--- src/rtl/router_pkg.sv ---
`default_nettype none
// ============================================================================
// Module      : router_pkg
// Description : Shared types and constants for the router input port:
//               FSM state encoding, address/byte widths, counter widths and
//               default padding / payload-limit values.
// Revision    : 1.0 - initial release
// ============================================================================
package router_pkg;

    localparam int ADDR_W          = 4;
    localparam int BYTE_W          = 8;
    localparam int BIT_CNT_W       = 3;
    localparam int BCNT_W          = 6;
    localparam int DEF_PAD_CYCLES  = 5;
    localparam int DEF_MAX_BYTES   = 32;

    typedef enum logic [2:0] {
        ST_IDLE  = 3'd0,
        ST_ADDR  = 3'd1,
        ST_PAD   = 3'd2,
        ST_DATA  = 3'd3,
        ST_FLUSH = 3'd4
    } state_t;

endpackage : router_pkg
`default_nettype wire

--- src/rtl/router_shift_in.sv ---
`default_nettype none
// ============================================================================
// Module      : router_shift_in
// Description : LSB-first serial-to-parallel shifter with a 3-bit bit counter.
//               byte_done flags the cycle in which the 8th sampled bit arrives;
//               byte_next is the full byte including that bit, so the parent
//               can register it with one cycle of latency.
// Ports       : clock, reset   - clock / synchronous active-high reset
//               clear          - synchronous clear of shifter and counter
//               shift_en       - sample din this cycle
//               din            - serial data bit
//               byte_next      - assembled byte (valid when byte_done=1)
//               byte_done      - this cycle's bit completes a byte
// Revision    : 1.0 - initial release
// ============================================================================
module router_shift_in
    import router_pkg::*;
(
    input  logic              clock,
    input  logic              reset,
    input  logic              clear,
    input  logic              shift_en,
    input  logic              din,
    output logic [BYTE_W-1:0] byte_next,
    output logic              byte_done
);

    localparam logic [BIT_CNT_W-1:0] c_BIT_LAST = BIT_CNT_W'(BYTE_W - 1);

    // Only 7 bits are ever held; the 8th comes straight from din.
    logic [BYTE_W-2:0]    r_shreg;
    logic [BIT_CNT_W-1:0] r_bit_cnt;

    // New bits enter at the top and move down, so the first sampled bit
    // ends up in bit 0 of the completed byte.
    assign byte_next = {din, r_shreg};
    assign byte_done = shift_en && (r_bit_cnt == c_BIT_LAST);

    always_ff @(posedge clock) begin
        if (reset || clear) begin
            r_shreg   <= '0;
            r_bit_cnt <= '0;
        end else if (shift_en) begin
            r_shreg   <= {din, r_shreg[BYTE_W-2:1]};
            r_bit_cnt <= r_bit_cnt + 1'b1;
        end
    end

endmodule : router_shift_in
`default_nettype wire

--- src/rtl/router_input_port.sv ---
`default_nettype none
// ============================================================================
// Module      : router_input_port
// Description : Serial router input port. Decodes a frame of 4 address bits,
//               PAD_CYCLES padding cycles and a valid_n-qualified LSB-first
//               payload into address and byte strobes, flagging protocol
//               errors. All outputs are registered.
// Ports       : clock, reset     - clock / synchronous active-high reset
//               din              - serial data, LSB first
//               frame_n          - active-low frame (high on last data bit)
//               valid_n          - active-low payload bit qualifier
//               addr_o           - destination port of current packet
//               addr_valid_o     - one-cycle pulse, addr_o updated
//               byte_o           - assembled payload byte
//               byte_valid_o     - one-cycle pulse per completed byte
//               byte_last_o      - final byte of the packet
//               busy_o           - packet in progress
//               err_o            - one-cycle pulse on protocol violation
// Revision    : 1.0 - initial release
// ============================================================================
module router_input_port
    import router_pkg::*;
#(
    parameter int PAD_CYCLES = DEF_PAD_CYCLES,
    parameter int MAX_BYTES  = DEF_MAX_BYTES
) (
    input  logic              clock,
    input  logic              reset,
    input  logic              din,
    input  logic              frame_n,
    input  logic              valid_n,
    output logic [ADDR_W-1:0] addr_o,
    output logic              addr_valid_o,
    output logic [BYTE_W-1:0] byte_o,
    output logic              byte_valid_o,
    output logic              byte_last_o,
    output logic              busy_o,
    output logic              err_o
);

    localparam int                  c_PAD_W    = (PAD_CYCLES > 1) ? $clog2(PAD_CYCLES) : 1;
    localparam logic [c_PAD_W-1:0]  c_PAD_LAST = c_PAD_W'(PAD_CYCLES - 1);
    localparam logic [BCNT_W-1:0]   c_MAX_CNT  = BCNT_W'(MAX_BYTES);

    state_t              r_state;
    logic [1:0]          r_addr_cnt;
    logic [ADDR_W-2:0]   r_addr_sh;
    logic [c_PAD_W-1:0]  r_pad_cnt;
    logic [BCNT_W-1:0]   r_byte_cnt;
    logic [ADDR_W-1:0]   r_addr;
    logic                r_addr_valid;
    logic [BYTE_W-1:0]   r_byte;
    logic                r_byte_valid;
    logic                r_byte_last;
    logic                r_busy;
    logic                r_err;

    logic                w_shift_en;
    logic                w_shift_clr;
    logic [BYTE_W-1:0]   w_byte_next;
    logic                w_byte_done;

    // The shifter is held clear outside DATA so every packet starts at bit 0.
    assign w_shift_en  = (r_state == ST_DATA) && !valid_n;
    assign w_shift_clr = (r_state != ST_DATA);

    router_shift_in u_shift_in (
        .clock     (clock),
        .reset     (reset),
        .clear     (w_shift_clr),
        .shift_en  (w_shift_en),
        .din       (din),
        .byte_next (w_byte_next),
        .byte_done (w_byte_done)
    );

    always_ff @(posedge clock) begin
        if (reset) begin
            r_state      <= ST_IDLE;
            r_addr_cnt   <= '0;
            r_addr_sh    <= '0;
            r_pad_cnt    <= '0;
            r_byte_cnt   <= '0;
            r_addr       <= '0;
            r_addr_valid <= 1'b0;
            r_byte       <= '0;
            r_byte_valid <= 1'b0;
            r_byte_last  <= 1'b0;
            r_busy       <= 1'b0;
            r_err        <= 1'b0;
        end else begin
            // Strobes default low so each lasts exactly one cycle.
            r_addr_valid <= 1'b0;
            r_byte_valid <= 1'b0;
            r_byte_last  <= 1'b0;
            r_err        <= 1'b0;

            case (r_state)
                ST_IDLE: begin
                    // The falling frame_n cycle already carries address bit 0.
                    if (!frame_n) begin
                        r_addr_sh[0] <= din;
                        r_addr_cnt   <= 2'd1;
                        r_busy       <= 1'b1;
                        r_state      <= ST_ADDR;
                    end
                end

                ST_ADDR: begin
                    if (frame_n) begin
                        r_err   <= 1'b1;
                        r_state <= ST_FLUSH;
                    end else if (r_addr_cnt == 2'd3) begin
                        r_addr       <= {din, r_addr_sh};
                        r_addr_valid <= 1'b1;
                        r_pad_cnt    <= '0;
                        r_state      <= ST_PAD;
                    end else begin
                        r_addr_sh[r_addr_cnt] <= din;
                        r_addr_cnt            <= r_addr_cnt + 2'd1;
                    end
                end

                ST_PAD: begin
                    if (frame_n || !valid_n) begin
                        r_err   <= 1'b1;
                        r_state <= ST_FLUSH;
                    end else if (r_pad_cnt == c_PAD_LAST) begin
                        r_byte_cnt <= '0;
                        r_state    <= ST_DATA;
                    end else begin
                        r_pad_cnt <= r_pad_cnt + 1'b1;
                    end
                end

                ST_DATA: begin
                    if (!valid_n) begin
                        if (w_byte_done) begin
                            if (r_byte_cnt == c_MAX_CNT) begin
                                // Payload limit exceeded: drop this byte.
                                r_err   <= 1'b1;
                                r_state <= ST_FLUSH;
                            end else begin
                                r_byte       <= w_byte_next;
                                r_byte_valid <= 1'b1;
                                r_byte_last  <= frame_n;
                                r_byte_cnt   <= r_byte_cnt + 1'b1;
                                if (frame_n) begin
                                    r_busy  <= 1'b0;
                                    r_state <= ST_IDLE;
                                end
                            end
                        end else if (frame_n) begin
                            // Frame ended on a partial byte.
                            r_err   <= 1'b1;
                            r_busy  <= 1'b0;
                            r_state <= ST_IDLE;
                        end
                    end else if (frame_n) begin
                        // Frame ended without a final data bit.
                        r_err   <= 1'b1;
                        r_busy  <= 1'b0;
                        r_state <= ST_IDLE;
                    end
                end

                ST_FLUSH: begin
                    if (frame_n) begin
                        r_busy  <= 1'b0;
                        r_state <= ST_IDLE;
                    end
                end

                default: begin
                    r_busy  <= 1'b0;
                    r_state <= ST_IDLE;
                end
            endcase
        end
    end

    assign addr_o       = r_addr;
    assign addr_valid_o = r_addr_valid;
    assign byte_o       = r_byte;
    assign byte_valid_o = r_byte_valid;
    assign byte_last_o  = r_byte_last;
    assign busy_o       = r_busy;
    assign err_o        = r_err;

endmodule : router_input_port
`default_nettype wire

--- config.mk ---
export PLATFORM = sky130hd
export DESIGN_NAME = router_input_port
export DESIGN_NICKNAME = d
export VERILOG_FILES = /design/src/rtl/router_pkg.sv /design/src/rtl/router_shift_in.sv /design/src/rtl/router_input_port.sv
export SDC_FILE = /design/constraint.sdc
export NUM_CORES = 1
export LEC_CHECK = 0
export CORE_MARGIN = 4
export CORE_UTILIZATION = 25
export DETAILED_ROUTE_END_ITERATION = 12
export PLACE_DENSITY = 0.46
export SETUP_SLACK_MARGIN = 0.2
export SLEW_MARGIN = 20
export SYNTH_ARGS = -nofsm -noshare
export SYNTH_HDL_FRONTEND = slang
export SYNTH_SLANG_ARGS = --single-unit
--- constraint.sdc ---
create_clock -name clock -period 4.7 [get_ports clock]
set_clock_uncertainty 0.05 [all_clocks]
set_input_delay 0.705 -clock clock [delete_from_list [all_inputs] [get_ports clock]]
set_output_delay 0.705 -clock clock [all_outputs]
set_load 0.02 [all_outputs]
==> run metrics <==
CTS tree built; max-slew violation count 0; VDD IR max 0.000158 V; top routing layer used met4; post-synth top area share 41.2%; WHS 0.407 ns; CP max stage cell a211oi_4; Worst Hold Endpoint addr_o[0]; DRT iter0 DRCs 93; LEAKAGE 0.873 nW; Core Footprint between 8000 and 9000 sq um; setup slack after layout approximately 2.2 ns; num ports 22; Post-synth EDFFs 0; pre-CTS setup slack roughly 1.8 ns; Clk pin slew, worst setup/hold paths 0.09 ns; vias in the first global route 1570; post-cts hold buffer count 0; syn_area_per_cell 9.25 sq um; max_cap viols 0; RSZ-0062 raised after global routing false; origin of the critical flop-to-flop path r_state[1]; area of the multi-input gates 1130 sq um; routed wl met3 154 um; chip width 100 um; CP Capture Type flop; clk_lat worst skew 0.30 ns; sequential share of the synthesized area about two fifths; crit-path max FO 17; vias per cell 4.57; setup TNS 0 ns; total CTS buffers 5; asr flop ratio synth 0%; Initial Util 25.9%; GR Overflow Total 0; max_slew headroom a little under half; Post-DP HPWL 3020 um; Hold Violations, Final 0; biggest cell delay along the critical path 0.74 ns; clock buffer depth 2; Top delay family on crit path compound AO/OA/AOI/OAI gates; hold depth 2; ANT nets after route 0; critical path arrival about 2.7 ns; Post-Synthesis Cells 231; die height 100 um; worst endpoint required time 4.86 ns; crit path time final approximately 2.5 ns; met2 wire length 1810 um; syn nets approximately 250; Seq. cell area 881 sq um; H-Tree Depth 2; Post-CTS Setup Repair Bufs 0; final WL 4350 um; via count 1608; Wirelength per Cell 12.3 um; DRT met1 WL 2330 um; drt first pass iters 4; antenna violations before repair 0; fmax between 0.3 and 0.4 GHz; Startpoint Class primary input; global-route wire length before repair between 7000 and 8000 um; Ys Warns 0; pwr/cell area 344 nW/um^2; die area 10100 sq um; Yosys top cell by area dfxtp_1; Layout Nets 261; Layout area overhead 18.1%; # clock sinks 44; final estimated routing congestion in global placement roughly 0.73; largest net degree at the start of global routing 19; Residual DRC 0; GR Util All Layers between 9 and 10%; critical path class primary input to flop; top-count cell post-synth dfxtp_1; root buf cell clkbuf_8; layout cells sized above 1 under 10%; Post-Syn Area 2140 sq um; predominant post-synthesis flop cell dfxtp_1; worst-path cell chain clkdlybuf4s50_1 -> buf_4 -> nand2b_1 -> a211oi_4 -> nand3_1 -> a211oi_1; R2R depth 4; final-layout fill cell count 876; flops & latches, synth 44; worst r2r dst r_byte_cnt[2]; top post-synthesis cells by area dfxtp_1 (41%), mux2i_1 (8.4%), ha_1 (5.9%); status completed; # rows 33; Ant. Diodes 0; R2R Setup Slk 2.24 ns; hold wc startpoint addr_o[0]; Worst-Margin Slew 0.819 ns; Final Cycle Share around 54%; post-CTS resize count 0; top post-synthesis cells by count dfxtp_1 (44), nor2_1 (27), mux2i_1 (18), a21oi_1 (14), nand3_1 (12); # port buffers 21; Final setup viols 0; hold crit path type flop to flop; Cell variety after synth 51; crit path buf inv count 2
## cells in the final DEF, fill, tap and decap left out, types with 3 or more instances in the layout
cell,instances
nand3_1,12
nand2_1,7
nor2_1,27
inv_1,11
and2_1,3
nand2b_1,5
clkdlybuf4s50_1,21
nor2b_1,3
nor3_1,8
a21oi_1,14
o21ai_0,9
xnor2_1,3
mux2i_1,18
ha_1,10
nor4b_1,3
dfxtp_1,44
clkbuf_8,5
## power breakdown
group	leakage, nW	internal [mW]	switching, mW
Combinational	0.462	0.0687	0.0700
Clock	0.0548	0.160	0.141
Sequential	0.356	0.389	0.0407
## tightest hold or removal path, stage by stage (launching register included)
cell and delay [ns]:
dfxtp_1 0.32, nand2_1 0.05, a21oi_1 0.05
## final cells by class
cell class	count	area share (%)
clock buffer	5	2.73
clock inverter	3	1.83
inverter	11	1.64
multi-input combinational	161	44.8
sequential	44	34.9
tap	105	5.20
timing repair buffer	23	8.92
## worst max path at each step
stage	startpoint	end	slack (ns)	cells after the start
6_report	valid_n	r_byte_cnt[2]	2.16	6
5_1_grt	r_state[1]	r_byte_cnt[2]	2.00	4
4_1_cts	valid_n	r_byte_cnt[2]	2.08	6
3_5_place_dp	valid_n	r_byte_cnt[2]	1.80	6
3_3_place_gp	valid_n	r_byte_cnt[2]	1.84	6
2_1_floorplan	valid_n	byte_o[0]	2.74	6
## flip-flops by register name, indices dropped and copies added (netlist names)
| name | count |
|---|---|
| byte_o | 8 |
| u_shift_in.r_shreg | 7 |
| r_byte_cnt | 6 |
| addr_o | 4 |
| r_addr_sh | 3 |
| r_pad_cnt | 3 |
| r_state | 3 |
| u_shift_in.r_bit_cnt | 3 |
| r_addr_cnt | 2 |
| addr_valid_o | 1 |
| busy_o | 1 |
| byte_last_o | 1 |
| byte_valid_o | 1 |
| err_o | 1 |
## layer usage
metal,global-route usage (%),vias up
met2,12.9,30
met1,13.2,735
li1,-,839
met3,2.35,4
met5,0,-
met4,3.21,0
## logic make-up after synthesis
kind of cell	synth area share, %
XOR/XNOR	1.64
multiplexers	8.43
buffers and inverters	5.85
flip-flops	41.2
adder cells (fa/ha/maj)	5.85
AND/OR/NAND/NOR	22.9
AO/OA/AOI/OAI	14.1
## through the flow
stage,cells,power [mW],utilization (%),cell area (sq um)
6_report,352,0.869,30.6,2520
4_1_cts,352,0.884,30.6,2520
3_5_place_dp,344,0.578,29.2,2410
2_1_floorplan,231,0.548,-,2140
3_3_place_gp,344,0.576,29.2,2410
5_1_grt,352,0.921,30.6,2520
No activity file was read; power rests on OpenSTA's default activity.
